**config.mk**
```make
export PLATFORM = sky130hd
export DESIGN_NAME = imem_loader
export DESIGN_NICKNAME = d
export VERILOG_FILES = /design/src/rtl/imem_loader.sv
export SDC_FILE = /design/constraint.sdc
export NUM_CORES = 1
export LEC_CHECK = 0
export CORE_MARGIN = 10
export CORE_UTILIZATION = 55
export DETAILED_ROUTE_END_ITERATION = 8
export PLACE_DENSITY = 0.79
export SYNTH_ARGS = -nofsm -noshare
export SYNTH_HDL_FRONTEND = slang
export SYNTH_SLANG_ARGS = --single-unit
```
**constraint.sdc**
```tcl
create_clock -name clk -period 2.8 [get_ports clk]
set_input_delay 0.56 -clock clk [delete_from_list [all_inputs] [get_ports clk]]
set_output_delay 0.56 -clock clk [all_outputs]
set_load 0.05 [all_outputs]
```
**src/rtl/imem_loader.sv**
```systemverilog
// Instruction-memory writer: parses A5/count/data/checksum frames from a byte
// stream, issues one-cycle word writes and holds the core in reset while loading.
module imem_loader #(
   parameter int unsigned DEPTH_WORDS    = 32,
   parameter int unsigned ADDR_W         = 5,
   parameter int unsigned TIMEOUT_CYCLES = 50000000
) (
   input  logic              clk,
   input  logic              rst,
   input  logic              in_valid,
   input  logic [7:0]        in_data,
   output logic              in_ready,
   output logic              imem_we,
   output logic [ADDR_W-1:0] imem_waddr,
   output logic [31:0]       imem_wdata,
   output logic              core_hold,
   output logic              load_done,
   output logic              load_error,
   output logic [ADDR_W:0]   words_loaded
);

   localparam int unsigned CNT_W = ADDR_W + 1;
   localparam int unsigned TMO_W = $clog2(TIMEOUT_CYCLES + 1);
   localparam logic [7:0]  HDR   = 8'hA5;

   typedef enum logic [2:0] {
      S_IDLE,
      S_COUNT,
      S_DATA,
      S_WRITE,
      S_CHECK
   } state_t;

   state_t              r_state;
   logic                r_in_ready;
   logic                r_we;
   logic [ADDR_W-1:0]   r_waddr;
   logic [31:0]         r_wdata;
   logic                r_hold;
   logic                r_done;
   logic                r_err;
   logic [CNT_W-1:0]    r_words;
   logic [CNT_W-1:0]    r_total;
   logic [ADDR_W-1:0]   r_addr;
   logic [1:0]          r_idx;
   logic [23:0]         r_word;
   logic [7:0]          r_csum;
   logic [TMO_W-1:0]    r_tmo;

   state_t              w_next;
   logic                w_accept;
   logic                w_timeout;
   logic                w_oversize;
   logic                w_last_word;
   logic                w_clear;
   logic                w_set_err;
   logic                w_set_done;
   logic                w_next_err;

   assign w_accept    = in_valid & r_in_ready;
   assign w_timeout   = (r_tmo == TMO_W'(TIMEOUT_CYCLES - 1));
   assign w_oversize  = (32'(in_data) > 32'(DEPTH_WORDS));
   assign w_last_word = ((r_words + CNT_W'(1)) == r_total);

   // Next-state and status-update decode
   always_comb begin
      w_next     = r_state;
      w_clear    = 1'b0;
      w_set_err  = 1'b0;
      w_set_done = 1'b0;
      case (r_state)
         S_IDLE: begin
            if (w_accept && (in_data == HDR)) begin
               w_next  = S_COUNT;
               w_clear = 1'b1;
            end
         end
         S_COUNT: begin
            if (w_accept) begin
               if (w_oversize) begin
                  w_next    = S_IDLE;
                  w_set_err = 1'b1;
               end else begin
                  w_next = S_DATA;
               end
            end else if (w_timeout) begin
               w_next    = S_IDLE;
               w_set_err = 1'b1;
            end
         end
         S_DATA: begin
            if (w_accept) begin
               if (r_idx == 2'd3) w_next = S_WRITE;
            end else if (w_timeout) begin
               w_next    = S_IDLE;
               w_set_err = 1'b1;
            end
         end
         S_WRITE: begin
            w_next = w_last_word ? S_CHECK : S_DATA;
         end
         S_CHECK: begin
            if (w_accept) begin
               w_next = S_IDLE;
               if (in_data == r_csum) w_set_done = 1'b1;
               else                   w_set_err  = 1'b1;
            end else if (w_timeout) begin
               w_next    = S_IDLE;
               w_set_err = 1'b1;
            end
         end
         default: w_next = S_IDLE;
      endcase
      w_next_err = w_clear ? 1'b0 : (w_set_err | r_err);
   end

   // State, registered outputs and datapath
   always_ff @(posedge clk) begin
      if (rst) begin
         r_state    <= S_IDLE;
         r_in_ready <= 1'b1;
         r_we       <= 1'b0;
         r_waddr    <= '0;
         r_wdata    <= '0;
         r_hold     <= 1'b0;
         r_done     <= 1'b0;
         r_err      <= 1'b0;
         r_words    <= '0;
         r_total    <= '0;
         r_addr     <= '0;
         r_idx      <= '0;
         r_word     <= '0;
         r_csum     <= '0;
         r_tmo      <= '0;
      end else begin
         r_state    <= w_next;
         r_in_ready <= (w_next != S_WRITE);
         r_we       <= (w_next == S_WRITE);
         // A failed frame keeps the core held until a good frame lands
         r_hold     <= (w_next != S_IDLE) | w_next_err;

         if (w_clear) begin
            r_done  <= 1'b0;
            r_err   <= 1'b0;
            r_words <= '0;
            r_csum  <= '0;
         end
         if (w_set_err)  r_err  <= 1'b1;
         if (w_set_done) r_done <= 1'b1;

         if (w_accept || (r_state == S_IDLE) || (r_state == S_WRITE)) r_tmo <= '0;
         else                                                          r_tmo <= r_tmo + TMO_W'(1);

         case (r_state)
            S_COUNT: begin
               if (w_accept && !w_oversize) begin
                  r_total <= (in_data == 8'd0) ? CNT_W'(DEPTH_WORDS) : CNT_W'(in_data);
                  r_addr  <= '0;
                  r_idx   <= '0;
               end
            end
            S_DATA: begin
               if (w_accept) begin
                  // Low byte arrives first; shifting right lands each byte in its lane
                  r_word <= {in_data, r_word[23:8]};
                  r_csum <= r_csum ^ in_data;
                  r_idx  <= r_idx + 2'd1;
                  if (r_idx == 2'd3) begin
                     r_wdata <= {in_data, r_word};
                     r_waddr <= r_addr;
                  end
               end
            end
            S_WRITE: begin
               r_addr  <= r_addr + ADDR_W'(1);
               r_words <= r_words + CNT_W'(1);
               r_idx   <= '0;
            end
            default: ;
         endcase
      end
   end

   assign in_ready     = r_in_ready;
   assign imem_we      = r_we;
   assign imem_waddr   = r_waddr;
   assign imem_wdata   = r_wdata;
   assign core_hold    = r_hold;
   assign load_done    = r_done;
   assign load_error   = r_err;
   assign words_loaded = r_words;

endmodule
```
* After elaboration in Yosys (flattened, before gate mapping) *
Index checks and enable logic that the tools add are counted.

word-level totals
  memories kept = 0
  memory bits (writable) = 0
  bits in latches = 0
  ROM bits = 0
  bits in registers = 122
  word-level logic and storage cells = 92

operators by class
  shift-type cells = 0
  reductions and logical operators = 19
  $lt $le $gt $ge = 1
  add/subtract/negate cells = 4
  multiplexer cells = 36
  equality and inequality tests = 13
  bitwise logic cells = 4
  divide/modulo/power cells = 0
  $mul = 0

operator list
  kind                                                                    number
  26-bit by 1-bit adder with 26-bit output (second input constant)        1
  26-bit equality test (second input constant)                            1
  8-bit two-way mux                                                       3
  3-bit two-way mux                                                       7
  6-bit two-way mux                                                       3
  1-bit two-way mux                                                       15
  3-bit case mux with 5 select lines                                      1
  5-bit case mux with 2 select lines                                      1
  3-bit by 2-bit equality test with 1-bit output (second input constant)  3
  8-bit equality test                                                     1
  8-bit equality test (second input constant)                             1
  8-bit by 6-bit > comparator with 1-bit output (second input constant)   1
  8-bit zero test                                                         1
  2-bit nonzero test                                                      4
  8-bit XOR                                                               1
  6-bit by 1-bit adder with 6-bit output (second input constant)          1
  6-bit equality test                                                     1
  2-bit two-way mux                                                       3
  2-bit case mux with 3 select lines                                      1
  2-bit AND reduction                                                     3
  3-bit AND reduction                                                     2
  3-bit nonzero test                                                      2
  5-bit by 1-bit adder with 5-bit output (second input constant)          1
  5-bit two-way mux                                                       1
  other kinds (14)                                                        18

* Logic depth before layout (Yosys ltp) *
  depth in word-level cells = 7
  mapped depth = 8

* Least setup slack after synthesis *
Ideal clock, no wire load.

  kind = register -> register
  from = register r_in_ready (netlist: in_ready)
  to = register r_hold (netlist: core_hold)
  data required time = 2673 ps
  path buffers = 1
  setup slack = 513 ps
  setup time = 127 ps
  cell stages (with the launch flop) = 8
  arrival = 2159 ps
  cell sequence = dfxtp_1 and2_1 clkbuf_1 nand4_1 or4_4 a221oi_2 a221oi_2 o21bai_1

on the way
  cells in the longest elaborated chain, start to end = 6
  elaborated cells between the ends (all ways) = 17
  classes of those cells = mux: 12; bitwise: 3; reduce/logical: 2

RTL lines
  element                                                         RTL line  RTL
  start: declaration                                              35        logic r_in_ready;
  start signal: assignment                                        137       r_in_ready <= (w_next != S_WRITE);
  1-bit AND *                                                     60        assign w_accept = in_valid & r_in_ready;
  1-bit logical AND (tied with other cells)                       73        if (w_accept && (in_data == HDR)) begin
  3-bit two-way mux (tied with other cells)                       73
  3-bit case mux with 5 select lines (tied with other cells)      71        case (r_state)
  3-bit nonzero test / 1-bit two-way mux (equally long branches)  140, 114
  1-bit OR *                                                      140       r_hold <= (w_next != S_IDLE) | w_next_err;
  end signal: assignment                                          140
  end: declaration                                                39        logic r_hold;

Every way passes the cells marked *; elsewhere a longest branch is shown, timed or not.
A chain may end at the register's enable or synchronous reset.

* Final worst setup path *
  from = register r_words[0] (netlist: words_loaded[0])
  to = output port words_loaded[0]

RTL lines
  element                   RTL line  RTL
  start: declaration        42        logic [CNT_W-1:0] r_words;
  start signal: assignment  176       r_words <= r_words + CNT_W'(1);
  end: declaration          19        output logic [ADDR_W:0] words_loaded

No word-level cell between the ends.

==> metrics.cfg <==
[status]
status = completed

[setup_path]
crit_end = words_loaded[0]
cp_num_buf_inv = 1
worst_path_largest_cell_delay_ps = 860
r2r_start = r_tmo[9]
path_max_fanout = 7
worstSetupEndpointType = primary output
crit_start = words_loaded[0]
r2r_slack_ps = 630
start_kind = flop
path_depth = 1
r2r-end = core_hold
crit_type = reg2out
arrival_ps = 1850
reg2reg_depth = 5
required_ps = 2240
crit_chain = clkdlybuf4s50_1
critPathSlowestCell = clkdlybuf4s50_1
crit_family = buffers and inverters

[routing]
ant_nets = 0
drc = 0
wl_per_cell_um = 15.5
drtIter0Drc = 405
vias = 4625
drt_first_pass_iters = 5
vias_per_cell = 5.68
wl_um = 12700

[power_and_ir_drop]
leakagePower_nw = 2.18
ir_drop_mv = 0.424
finalPower_mw = 3.85
powerDensity_nw_per_um2 = 604

[sta]
finalSetupTns_ps = 0
tightest_slew_ps = 675
hold_violations = 0
relSlewSlack = 0.550
finClkSkew_ps = 8.57
setup_viol = 0
rsz0062_at_grt = false
slew_viol_final = 0
clock.fmax_ghz = 0.414
final.period_utilization = 0.862
post-route-min-period_ps = 2410

[cells_and_area]
area_delta_synth_final_pct = 26.4
most-common-layout-cells = 145 x nand2_1, 122 x dfxtp_1, 89 x a21oi_1
num_antenna_cells = 0
final_common_cell = nand2_1
fin_area_sq_um = 6370
fin_nets = 708
drive_gt1_frac = 0.0977
nFillCells = 684

[synth]
syn_area_per_cell_sq_um = 8.02
ys_types = 44
synth.ff_latch_count = 122
synth-main-ff-cell = dfxtp_1
ys_warn_count = 0
synth_edf_count = 0
synthArstFlopShare = 0
yosysSeqAreaShare = 0.484
synth_area_sq_um = 5040
synth_nets = 644
syn_inst = 629

[cts]
cts-htree-levels = 4
cts.sinks = 122
insertion_delay_ps = 530
root_buffer = clkbuf_8
cts_tree = built
ctsResizeCount = 0
clockBufferDepth = 2
post_cts_buffers = 0
clk_pin_slew_ps = 60
cts_made_buffers = 17
cts.hold.buffers_added = 0

[grt]
grt_max_degree = 62
grt_pass1_vias = 4367
grt_antenna_before_repair = 0
grt_usage = 0.196
grt_pass1_wl_um = 21300
grt.overflow.total = 0

[placement]
routabilityCongestion = 0.872
numPortBuffers = 58
place_hpwl_um = 8650
place_area_sq_um = 5820

[run]
maxCapViolations = 0

[floorplan]
die_w_um = 116
ios = 59
rows = 34
die-area_sq_um = 13400
core-area_sq_um = 8810
die_h_um = 116
initial_core_util = 0.573

[worst_hold_path]
min_path_type = reg2reg

[kinds of logic (layout without fill, tap and decap cells)]
group,after synthesis,after routing,share of synthesized area
fa+ha+maj,4,4,0.00993
xor+xnor,37,37,0.0643
flops,122,122,0.484
mux,5,5,0.00993
compound gates,124,124,0.134
buf+inv,37,114,0.0280
simple gates,300,300,0.269
[layer usage]
layer  global-route usage  up-vias  share of wire
li1                     -     2251              -
met1                0.235     2182           0.43
met2                0.319      163           0.48
met3               0.0641       29          0.069
met4               0.0792        0          0.019
met5                    0        -              0
[state kept, by name (all words and copies together), names as in the netlist, 3 cells and up]
| register | cells |
|---|---|
| imem_waddr | 5 |
| imem_wdata | 32 |
| r_tmo | 26 |
| r_addr | 5 |
| r_state | 3 |
| r_word | 24 |
| words_loaded | 6 |
| r_total | 6 |
| r_csum | 8 |
[where the power goes]
part	leakage (nW)	internal, mW	switching [mW]
sequential	0.982	1.74	0.000150
clock	0.266	1.19	0.846
combinational	0.935	0.0306	0.0495
[how the worst min path moves through the flow]
stage / start / cells after the start / endpoint
CTS: r_idx[1] / 2 / r_idx[1]
global route: r_idx[1] / 2 / r_idx[1]
global placement: r_word[0] / 2 / imem_wdata[0]
detailed placement: r_idx[1] / 2 / r_idx[1]
finish: imem_wdata[16] / 2 / imem_wdata[16]
floorplan: r_tmo[0] / 1 / r_tmo[0]
[cells in the mapped netlist, types with 5 or more instances]
library cell,n,area share
o21ai_0,20,0.020
nand4_1,5,0.0062
and3_1,7,0.0087
dfxtp_1,122,0.48
nand3_1,18,0.018
nor2b_1,5,0.0062
a21oi_1,89,0.088
clkbuf_1,28,0.021
nor2_1,70,0.052
mux2i_1,5,0.0099
xnor2_1,13,0.023
and2_1,8,0.0099
xor2_1,24,0.042
nand2_1,145,0.11
or2_2,8,0.0099
or3_1,10,0.012
[final cells by class]
| cell class | count | area [sq um] | share of cell area |
|---|---|---|---|
| timing repair buffer | 79 | 771 | 0.121 |
| multi-input combinational | 470 | 2460 | 0.386 |
| clock inverter | 15 | 141 | 0.0222 |
| sequential | 122 | 2440 | 0.383 |
| inverter | 3 | 11.3 | 0.00177 |
| clock buffer | 17 | 414 | 0.0650 |
| tap | 108 | 135 | 0.0212 |
[metrics by stage]
stage / std cells / utilization / hold WS [ps] / setup slack, ps
3_3_place_gp: 782 / 0.661 / 440 / -4.01
6_report: 814 / 0.724 / 452 / 386
2_1_floorplan: 629 / - / 430 / 513
4_1_cts: 814 / 0.724 / 456 / 376
5_1_grt: 814 / 0.724 / 476 / 313
3_5_place_dp: 782 / 0.661 / 447 / -49.4
No activity file was read; power rests on OpenSTA's default activity.
